[config.mk]
export PLATFORM = sky130hd
export DESIGN_NAME = snake_food_gen
export DESIGN_NICKNAME = d
export VERILOG_FILES = /design/src/rtl/snake_pkg.sv /design/src/rtl/snake_lfsr16.sv /design/src/rtl/snake_food_gen.sv
export SDC_FILE = /design/constraint.sdc
export NUM_CORES = 1
export LEC_CHECK = 0
export ABC_AREA = 0
export CAP_MARGIN = 20
export CORE_ASPECT_RATIO = 1.75
export CORE_MARGIN = 4
export CORE_UTILIZATION = 49
export CTS_BUF_LIST = sky130_fd_sc_hd__clkbuf_16
export CTS_CLUSTER_SIZE = 25
export DETAILED_ROUTE_END_ITERATION = 16
export PLACE_DENSITY = 0.85
export SETUP_SLACK_MARGIN = 0.05
export SLEW_MARGIN = 30
export SYNTH_ARGS = -nofsm -noshare
export SYNTH_HDL_FRONTEND = slang
export SYNTH_SLANG_ARGS = --single-unit
export TNS_END_PERCENT = 50
[constraint.sdc]
create_clock -name clk -period 2.7 [get_ports clk]
set_input_delay 0.405 -clock clk [delete_from_list [all_inputs] [get_ports clk]]
set_output_delay 0.405 -clock clk [all_outputs]
set_load 0.01 [all_outputs]
[src/rtl/snake_pkg.sv]
// Shared snake-game definitions: status/display/direction codes, grid geometry,
// food FSM states and the saturating BCD score increment.
package snake_pkg;

  typedef enum logic [1:0] {
    GS_RESTART = 2'b00,
    GS_PLAY    = 2'b10,
    GS_DIE     = 2'b11
  } game_status_e;

  typedef enum logic [1:0] {
    DISP_NONE,
    DISP_HEAD,
    DISP_BODY,
    DISP_WALL
  } disp_e;

  typedef enum logic [1:0] {
    DIR_UP,
    DIR_DOWN,
    DIR_LEFT,
    DIR_RIGHT
  } dir_e;

  localparam int unsigned GRID_W     = 40;
  localparam int unsigned GRID_H     = 30;
  localparam int unsigned CELL_SHIFT = 4;

  localparam logic [5:0] X_MIN = 6'd1;
  localparam logic [5:0] X_MAX = 6'd38;
  localparam logic [5:0] Y_MIN = 6'd1;
  localparam logic [5:0] Y_MAX = 6'd28;

  typedef enum logic [1:0] {
    FOOD_IDLE,
    FOOD_PLACE,
    FOOD_ACTIVE,
    FOOD_EAT
  } food_state_e;

  // Two-digit BCD increment that sticks at 99.
  function automatic logic [7:0] bcd_inc_sat(input logic [7:0] v);
    if (v == 8'h99)
      return v;
    if (v[3:0] == 4'd9)
      return {v[7:4] + 4'd1, 4'd0};
    return {v[7:4], v[3:0] + 4'd1};
  endfunction

endpackage

[src/rtl/snake_lfsr16.sv]
// Free-running 16-bit Fibonacci LFSR (taps 16,14,13,11) used to pick food cells.
module snake_lfsr16 #(
  parameter logic [15:0] SEED = 16'hACE1
) (
  input  logic        clk,
  input  logic        rst_n,
  output logic [15:0] o_state
);

  logic [15:0] r_lfsr;
  logic        w_fb;

  assign w_fb    = r_lfsr[15] ^ r_lfsr[13] ^ r_lfsr[12] ^ r_lfsr[10];
  assign o_state = r_lfsr;

  // The all-zero lock-up state is escaped by forcing a non-zero value.
  always_ff @(posedge clk or negedge rst_n) begin
    if (!rst_n)
      r_lfsr <= SEED;
    else if (r_lfsr == '0)
      r_lfsr <= 16'h0001;
    else
      r_lfsr <= {r_lfsr[14:0], w_fb};
  end

endmodule

[src/rtl/snake_food_gen.sv]
// Food generator: random interior placement, head-hit detection, growth pulse and BCD score.
// Optional FOOD_TIMEOUT_EN relocates uneaten food after TIMEOUT_CYC active play cycles.
module snake_food_gen
  import snake_pkg::*;
#(
  parameter logic [15:0] LFSR_SEED     = 16'hACE1,
  parameter int unsigned ADD_PULSE_CYC = 4,
  parameter logic [31:0] TIMEOUT_CYC   = 32'd250_000_000
) (
  input  logic       clk,
  input  logic       rst_n,
  input  logic [1:0] game_status,
  input  logic [5:0] head_x,
  input  logic [5:0] head_y,
  input  logic [9:0] pos_x,
  input  logic [9:0] pos_y,
  output logic       add_cube,
  output logic       food_valid,
  output logic [5:0] food_x,
  output logic [5:0] food_y,
  output logic       food_show,
  output logic [7:0] score
);

  logic [15:0] w_lfsr;
  logic [5:0]  w_cx;
  logic [5:0]  w_cy;
  logic        w_cand_ok;
  logic        w_head_hit;
  logic        w_unused;

  food_state_e r_state;
  logic [3:0]  r_pulse_cnt;
  logic        r_add_cube;
  logic        r_food_valid;
  logic [5:0]  r_food_x;
  logic [5:0]  r_food_y;
  logic [7:0]  r_score;
`ifdef FOOD_TIMEOUT_EN
  logic [31:0] r_tmo;
`endif

  snake_lfsr16 #(.SEED(LFSR_SEED)) u_lfsr (
    .clk     (clk),
    .rst_n   (rst_n),
    .o_state (w_lfsr)
  );

  assign w_cx       = w_lfsr[5:0];
  assign w_cy       = {1'b0, w_lfsr[12:8]};
  assign w_cand_ok  = (w_cx >= X_MIN) && (w_cx <= X_MAX) &&
                      (w_cy >= Y_MIN) && (w_cy <= Y_MAX) &&
                      !((w_cx == head_x) && (w_cy == head_y));
  assign w_head_hit = (head_x == r_food_x) && (head_y == r_food_y);
  assign w_unused   = ^{TIMEOUT_CYC, w_lfsr[15:13], w_lfsr[7:6], pos_x[3:0], pos_y[3:0]};

  always_ff @(posedge clk or negedge rst_n) begin
    if (!rst_n) begin
      r_state      <= FOOD_IDLE;
      r_pulse_cnt  <= '0;
      r_add_cube   <= 1'b0;
      r_food_valid <= 1'b0;
      r_food_x     <= '0;
      r_food_y     <= '0;
      r_score      <= '0;
`ifdef FOOD_TIMEOUT_EN
      r_tmo        <= '0;
`endif
    end else if (game_status == GS_RESTART) begin
      r_state      <= FOOD_IDLE;
      r_pulse_cnt  <= '0;
      r_add_cube   <= 1'b0;
      r_food_valid <= 1'b0;
      r_score      <= '0;
    end else if (game_status == GS_PLAY) begin
      case (r_state)
        FOOD_IDLE: r_state <= FOOD_PLACE;
        FOOD_PLACE: begin
          if (w_cand_ok) begin
            r_food_x     <= w_cx;
            r_food_y     <= w_cy;
            r_food_valid <= 1'b1;
            r_state      <= FOOD_ACTIVE;
`ifdef FOOD_TIMEOUT_EN
            r_tmo        <= '0;
`endif
          end
        end
        FOOD_ACTIVE: begin
          if (w_head_hit) begin
            r_add_cube   <= 1'b1;
            r_pulse_cnt  <= 4'd1;
            r_food_valid <= 1'b0;
            r_score      <= bcd_inc_sat(r_score);
            r_state      <= FOOD_EAT;
          end
`ifdef FOOD_TIMEOUT_EN
          else if (r_tmo == TIMEOUT_CYC - 32'd1) begin
            r_food_valid <= 1'b0;
            r_state      <= FOOD_PLACE;
          end else begin
            r_tmo <= r_tmo + 32'd1;
          end
`endif
        end
        // Counter holds the number of high cycles already issued, so a pulse
        // cut short by DIE re-asserts for only the remainder on resume.
        FOOD_EAT: begin
          if (r_pulse_cnt >= 4'(ADD_PULSE_CYC)) begin
            r_add_cube  <= 1'b0;
            r_pulse_cnt <= '0;
            r_state     <= FOOD_PLACE;
          end else begin
            r_add_cube  <= 1'b1;
            r_pulse_cnt <= r_pulse_cnt + 4'd1;
          end
        end
        default: r_state <= FOOD_IDLE;
      endcase
    end else begin
      r_add_cube <= 1'b0;
    end
  end

  assign add_cube   = r_add_cube;
  assign food_valid = r_food_valid;
  assign food_x     = r_food_x;
  assign food_y     = r_food_y;
  assign score      = r_score;
  assign food_show  = r_food_valid && (pos_x[9:4] == r_food_x) && (pos_y[9:4] == r_food_y);

endmodule

==> metrics.cfg, run 1 <==
[floorplanning]
core_sq_mm=0.00471
fp.dieH_um=101
die_w_um=60.9
initial_core_util=0.509
die_area_sq_mm=0.00612
rows=33
io_pins=59

[placed_design]
place_congestion=0.826
post-dp-hpwl_mm=4.12
port_buffers=49

[route]
dr_total_vias=1803
routed_via_density=5.60
wl_mm=5.34
drc_errors=0
first_iter_violations=131
first_pass_iters=5
ant_nets=0
wire_per_inst_um=16.6

[synthesis]
synth_nets=272
syn_area_per_cell_sq_um=10.6
ys_warn_count=0
ys_seq_area_frac=0.453
async_reset_ff_frac=1.00
ys_ff_latch=43
yosys.cell_types.count=46
syn_inst=227
synth_ff_type=dfrtp_1
synth_edf_count=0
netlist_area_sq_mm=0.00240

[clocking]
clockRootBuffer=clkbuf_16
numCtsBuffers=5
clk_pin_slew_ns=0.06
cts_resized=0
cts.sinks=43
hold_buffers=0
cts_max_level=2
clk_path_buf_depth=2
post-cts-setup-buffers=0
clk_latency_ns=0.28
cts_tree=yes

[flow_run]
drv_cap=0

[final_layout]
fillerInstances=387
drive_gt1_frac=0.107
area_growth_pct=29.2
antenna_cells=0
fin_nets=314

[pwr]
power.leakage_uw=0.00129
ir_drop_uv=698
powerDensity_mw_per_mm2=769

[critical_path]
worstReg2RegEnd=r_state[1]
crit_required_ns=2.30
critPathCapture=food_show
r2r-start=u_lfsr.o_state[12]
worstSetupPathType=primary input to primary output
arrival_ns=2.04
worstSetupEndpointType=primary output
worstRegToRegCells=7
cp_max_fo=1
critPathLaunchType=primary input
r2r_slack_ns=0.54
critPathLaunch=pos_x[8]

[timing]
setup_viol=0
max_freq_ghz=0.408
skew_ns=0.00426
period_share=0.907
whs_ns=0.0881
setup_tns_ns=0
min_period_ns=2.45
hold_violations=0
rsz0062_at_grt=false
max_slew_margin=0.637
drv_slew=0
tightest_slew_ns=0.536

[global_routing]
first_global_vias=1912
grt_first_pass_wirelength_mm=8.98
grt.overflow.total=0
grtUsageTotal=0.196
antenna_found_initial=0
grt_max_degree=44

[worst_hold_path]
hold_class=primary input to asynchronous set/reset pin

[outcome]
status=finished clean

[registers in the layout (all words and copies together), names as in the netlist]
name	flops
add_cube	1
food_valid	1
food_x	6
food_y	5
r_pulse_cnt	4
r_state	2
score	8
u_lfsr.o_state	16
[worst min path at each step]
| stage | start | to | slack, ns | cells after the start |
|---|---|---|---|---|
| after floorplan | rst_n | add_cube | 0.11 | 0 |
| after global placement | u_lfsr.o_state[6] | u_lfsr.o_state[7] | 0.35 | 0 |
| after detailed placement | u_lfsr.o_state[6] | u_lfsr.o_state[7] | 0.36 | 0 |
| after CTS | rst_n | score[7] | 0.29 | 1 |
| after global routing | rst_n | score[7] | 0.14 | 1 |
| final | rst_n | score[3] | 0.09 | 1 |
[cell usage in the layout, fill, tap and decap left out, drive strengths merged, types with 2 or more instances in the layout]
master,n
inv,13
dfstp,8
nand2,16
o21ai,5
nand4,5
nor3b,2
clkbuf,5
nor3,2
or2,2
a21oi,4
nor2b,2
o211ai,3
and2,2
bufinv,2
or4,3
a41oi,2
clkdlybuf4s50,48
mux2,14
dfrtp,35
buf,6
ha,9
nor4,7
xnor2,11
nor2,8
xor2,25
nand3,10
mux2i,5
[area by class of cell]
type / count / area [sq um] / area share
Clock inverter: 3 / 63.8 / 0.0206
Clock buffer: 5 / 125 / 0.0404
Multi-Input combinational cell: 153 / 1190 / 0.383
Inverter: 12 / 45.0 / 0.0145
Timing Repair Buffer: 54 / 526 / 0.170
Tap cell: 52 / 65.1 / 0.0210
Sequential cell: 43 / 1090 / 0.351
[kinds of logic after synthesis]
| family | count (synthesis) | synth area share |
|---|---|---|
| buffers and inverters | 31 | 0.0517 |
| multiplexers | 19 | 0.0866 |
| other | 1 | 0.00156 |
| AO/OA/AOI/OAI | 23 | 0.0694 |
| XOR/XNOR | 36 | 0.132 |
| flip-flops | 43 | 0.453 |
| adder cells (fa/ha/maj) | 9 | 0.0470 |
| AND/OR/NAND/NOR | 65 | 0.159 |
[stage by stage]
stage / cell area (sq um) / setup slack (ns) / total power [uW] / utilization / cells
2_1_floorplan: 2400 / 0.788 / 1280 / - / 227
3_3_place_gp: 2910 / 0.235 / 1610 / 0.617 / 314
3_5_place_dp: 2910 / 0.228 / 1630 / 0.617 / 314
4_1_cts: 3100 / 0.215 / 2410 / 0.658 / 322
5_1_grt: 3100 / 0.120 / 2510 / 0.658 / 322
6_report: 3100 / 0.250 / 2380 / 0.658 / 322
[layer usage]
| metal | track usage | wire, um |
|---|---|---|
| met5 | 0 | 0 |
| met4 | 0.0618 | 71 |
| met3 | 0.0346 | 216 |
| met2 | 0.352 | 3040 |
| met1 | 0.228 | 2020 |
[critical path, stage by stage]
cell	delay (ns)
clkdlybuf4s50_1	0.42
xor2_1	0.14
nor3b_1	0.19
nand3_1	0.12
nor3_1	0.21
clkdlybuf4s50_1	0.57
[cell usage after synthesis, types with 4 or more instances]
cell type | n | share of area
mux2_1 | 14 | 0.066
nand3_1 | 9 | 0.019
dfrtp_1 | 35 | 0.37
nor4_1 | 4 | 0.010
a21oi_1 | 4 | 0.0084
nand4_1 | 5 | 0.013
dfstp_2 | 8 | 0.088
clkbuf_1 | 17 | 0.027
ha_1 | 9 | 0.047
mux2i_1 | 5 | 0.021
inv_1 | 12 | 0.019
xnor2_1 | 11 | 0.040
nand2_1 | 16 | 0.025
xor2_1 | 25 | 0.091
nor2_1 | 8 | 0.013
[where the power goes]
part / leakage, uW / internal, uW / switching, uW
combinational: 0.000663 / 397 / 314
sequential: 0.000531 / 757 / 151
clock: 0.0000952 / 526 / 237
No activity file was read; power rests on OpenSTA's default activity.
==> run 2: changes to the inputs <==
- CTS_CLUSTER_SIZE: 25 -> 24
==> results of run 2 <==
Same layout as run 1: the final DEF is identical, and so are final timing and power.
==> run 3: changes to the inputs <==
- CTS_CLUSTER_DIAMETER: not set -> 80
- PLACE_DENSITY: 0.85 -> 0.79
==> metrics.cfg, run 3 (synthesis results as in run 1) <==
[final_layout]
fin_nets=314
postLayoutCoreUtil=0.649
area_growth_pct=27.4
final_common_cell=clkdlybuf4s50_1
antenna_cells=0
drive_gt1_frac=0.111
largest_register_ffs=16
layout_common_cells=clkdlybuf4s50_1 (48), dfrtp_1 (35), xor2_1 (25)

[critical_path]
slowest_stage=clkdlybuf4s50_1
worstSetupPathType=primary input to primary output
path_common_cell=clkdlybuf4s50_1
critPathLaunchType=primary input
crit_required_ns=2.30
arrival_ns=2.02
crit_path_cell_trace=clkdlybuf4s50_1 > xor2_1 > nor3b_1 > nand3_1 > nor3_1 > clkdlybuf4s50_1
r2r_slack_ns=0.58
cp_max_fo=1
slowest_delay_ns=0.57
worstSetupEndpointType=primary output

[flow_run]
drv_cap=0

[route]
wire_per_inst_um=16.8
drc_errors=0
routed_via_density=5.57
dr_total_vias=1793
first_pass_iters=4
ant_nets=0
first_iter_violations=78
wl_mm=5.40

[pwr]
ir_drop_uv=576
powerDensity_mw_per_mm2=718
power.leakage_uw=0.00126
p_total_uw=2190

[global_routing]
grt.overflow.total=0
grt_max_degree=44
first_global_vias=1858
grtUsageTotal=0.198
grt_first_pass_wirelength_mm=9.00
antenna_found_initial=0

[clocking]
clk_latency_ns=0.28
cts_tree=yes
hold_buffers=0
cts_max_level=2
cts.sinks=43
post-cts-setup-buffers=0
numCtsBuffers=5
cts_resized=0
clk_pin_slew_ns=0.06
clk_path_buf_depth=2
clockRootBuffer=clkbuf_16

[timing]
period_share=0.899
max_freq_ghz=0.412
min_period_ns=2.43
max_slew_margin=0.645
hold_violations=0
setup_viol=0
skew_ns=0.00361
setup_tns_ns=0
worst_slack_ns=0.272
rsz0062_at_grt=false
drv_slew=0
tightest_slew_ns=0.533

[floorplanning]
die_area_sq_mm=0.00612
rows=33
die_w_um=60.9
io_pins=59
fp.dieH_um=101
initial_core_util=0.509
core_sq_mm=0.00471

[worst_hold_path]
hold_class=primary input to asynchronous set/reset pin

[placed_design]
port_buffers=49
post-dp-hpwl_mm=4.10
place_congestion=0.849
place_ws_ns=0.241

[outcome]
status=finished clean

[run 3: cell types whose count changed in the layout (fill, tap and decap cells not counted)]
cell and change:
clkinv_2 +1, clkinvlp_4 +2, bufinv_16 -2, inv_1 -1
[run 3: layout make-up]
class	instances	area, sq um
flip-flops and latches	43	1090
fillers	398	1650
well taps	52	65.1
repair buffers	54	526
clock buffers	5	125
multi-input cells	153	1190
clock inverters	3	20.0
inverters	12	45.0
[run 3: final timing paths]
kind                                    startpoint                 end  cells after the start
worst max-delay path                      pos_x[8]           food_show                      6
worst min-delay path                         rst_n            score[1]                      1
worst max register to register  u_lfsr.o_state[12]          r_state[0]                      7
worst min register to register   u_lfsr.o_state[6]   u_lfsr.o_state[7]                      0
max in group asynchronous                    rst_n  u_lfsr.o_state[13]                      1
min in group clk                 u_lfsr.o_state[6]   u_lfsr.o_state[7]                      0
[run 3: layer usage]
layer / routed length, um / GRT usage / vias up
li1: - / - / 855
met1: 2110 / 0.238 / 890
met2: 3000 / 0.345 / 41
met3: 199 / 0.0359 / 7
met4: 89 / 0.0668 / 0
met5: 0 / 0 / -
[run 3: through the flow]
stage	cells	hold slack [ns]	cell area [sq um]
2_1_floorplan	227	0.109	2400
3_3_place_gp	314	0.357	2910
3_5_place_dp	314	0.356	2910
4_1_cts	322	0.303	3050
5_1_grt	322	0.141	3050
6_report	322	0.102	3050
[run 3: power breakdown]
group	leakage (uW)	internal [uW]	switching, uW
clock	0.0000658	340	243
combinational	0.000663	396	308
sequential	0.000531	757	148
[run 3: worst max-delay path: cells and delay by family]
family,cells,cell delay [ns]
simple gates,3,0.49
buf+inv,2,0.98
xor+xnor,1,0.14
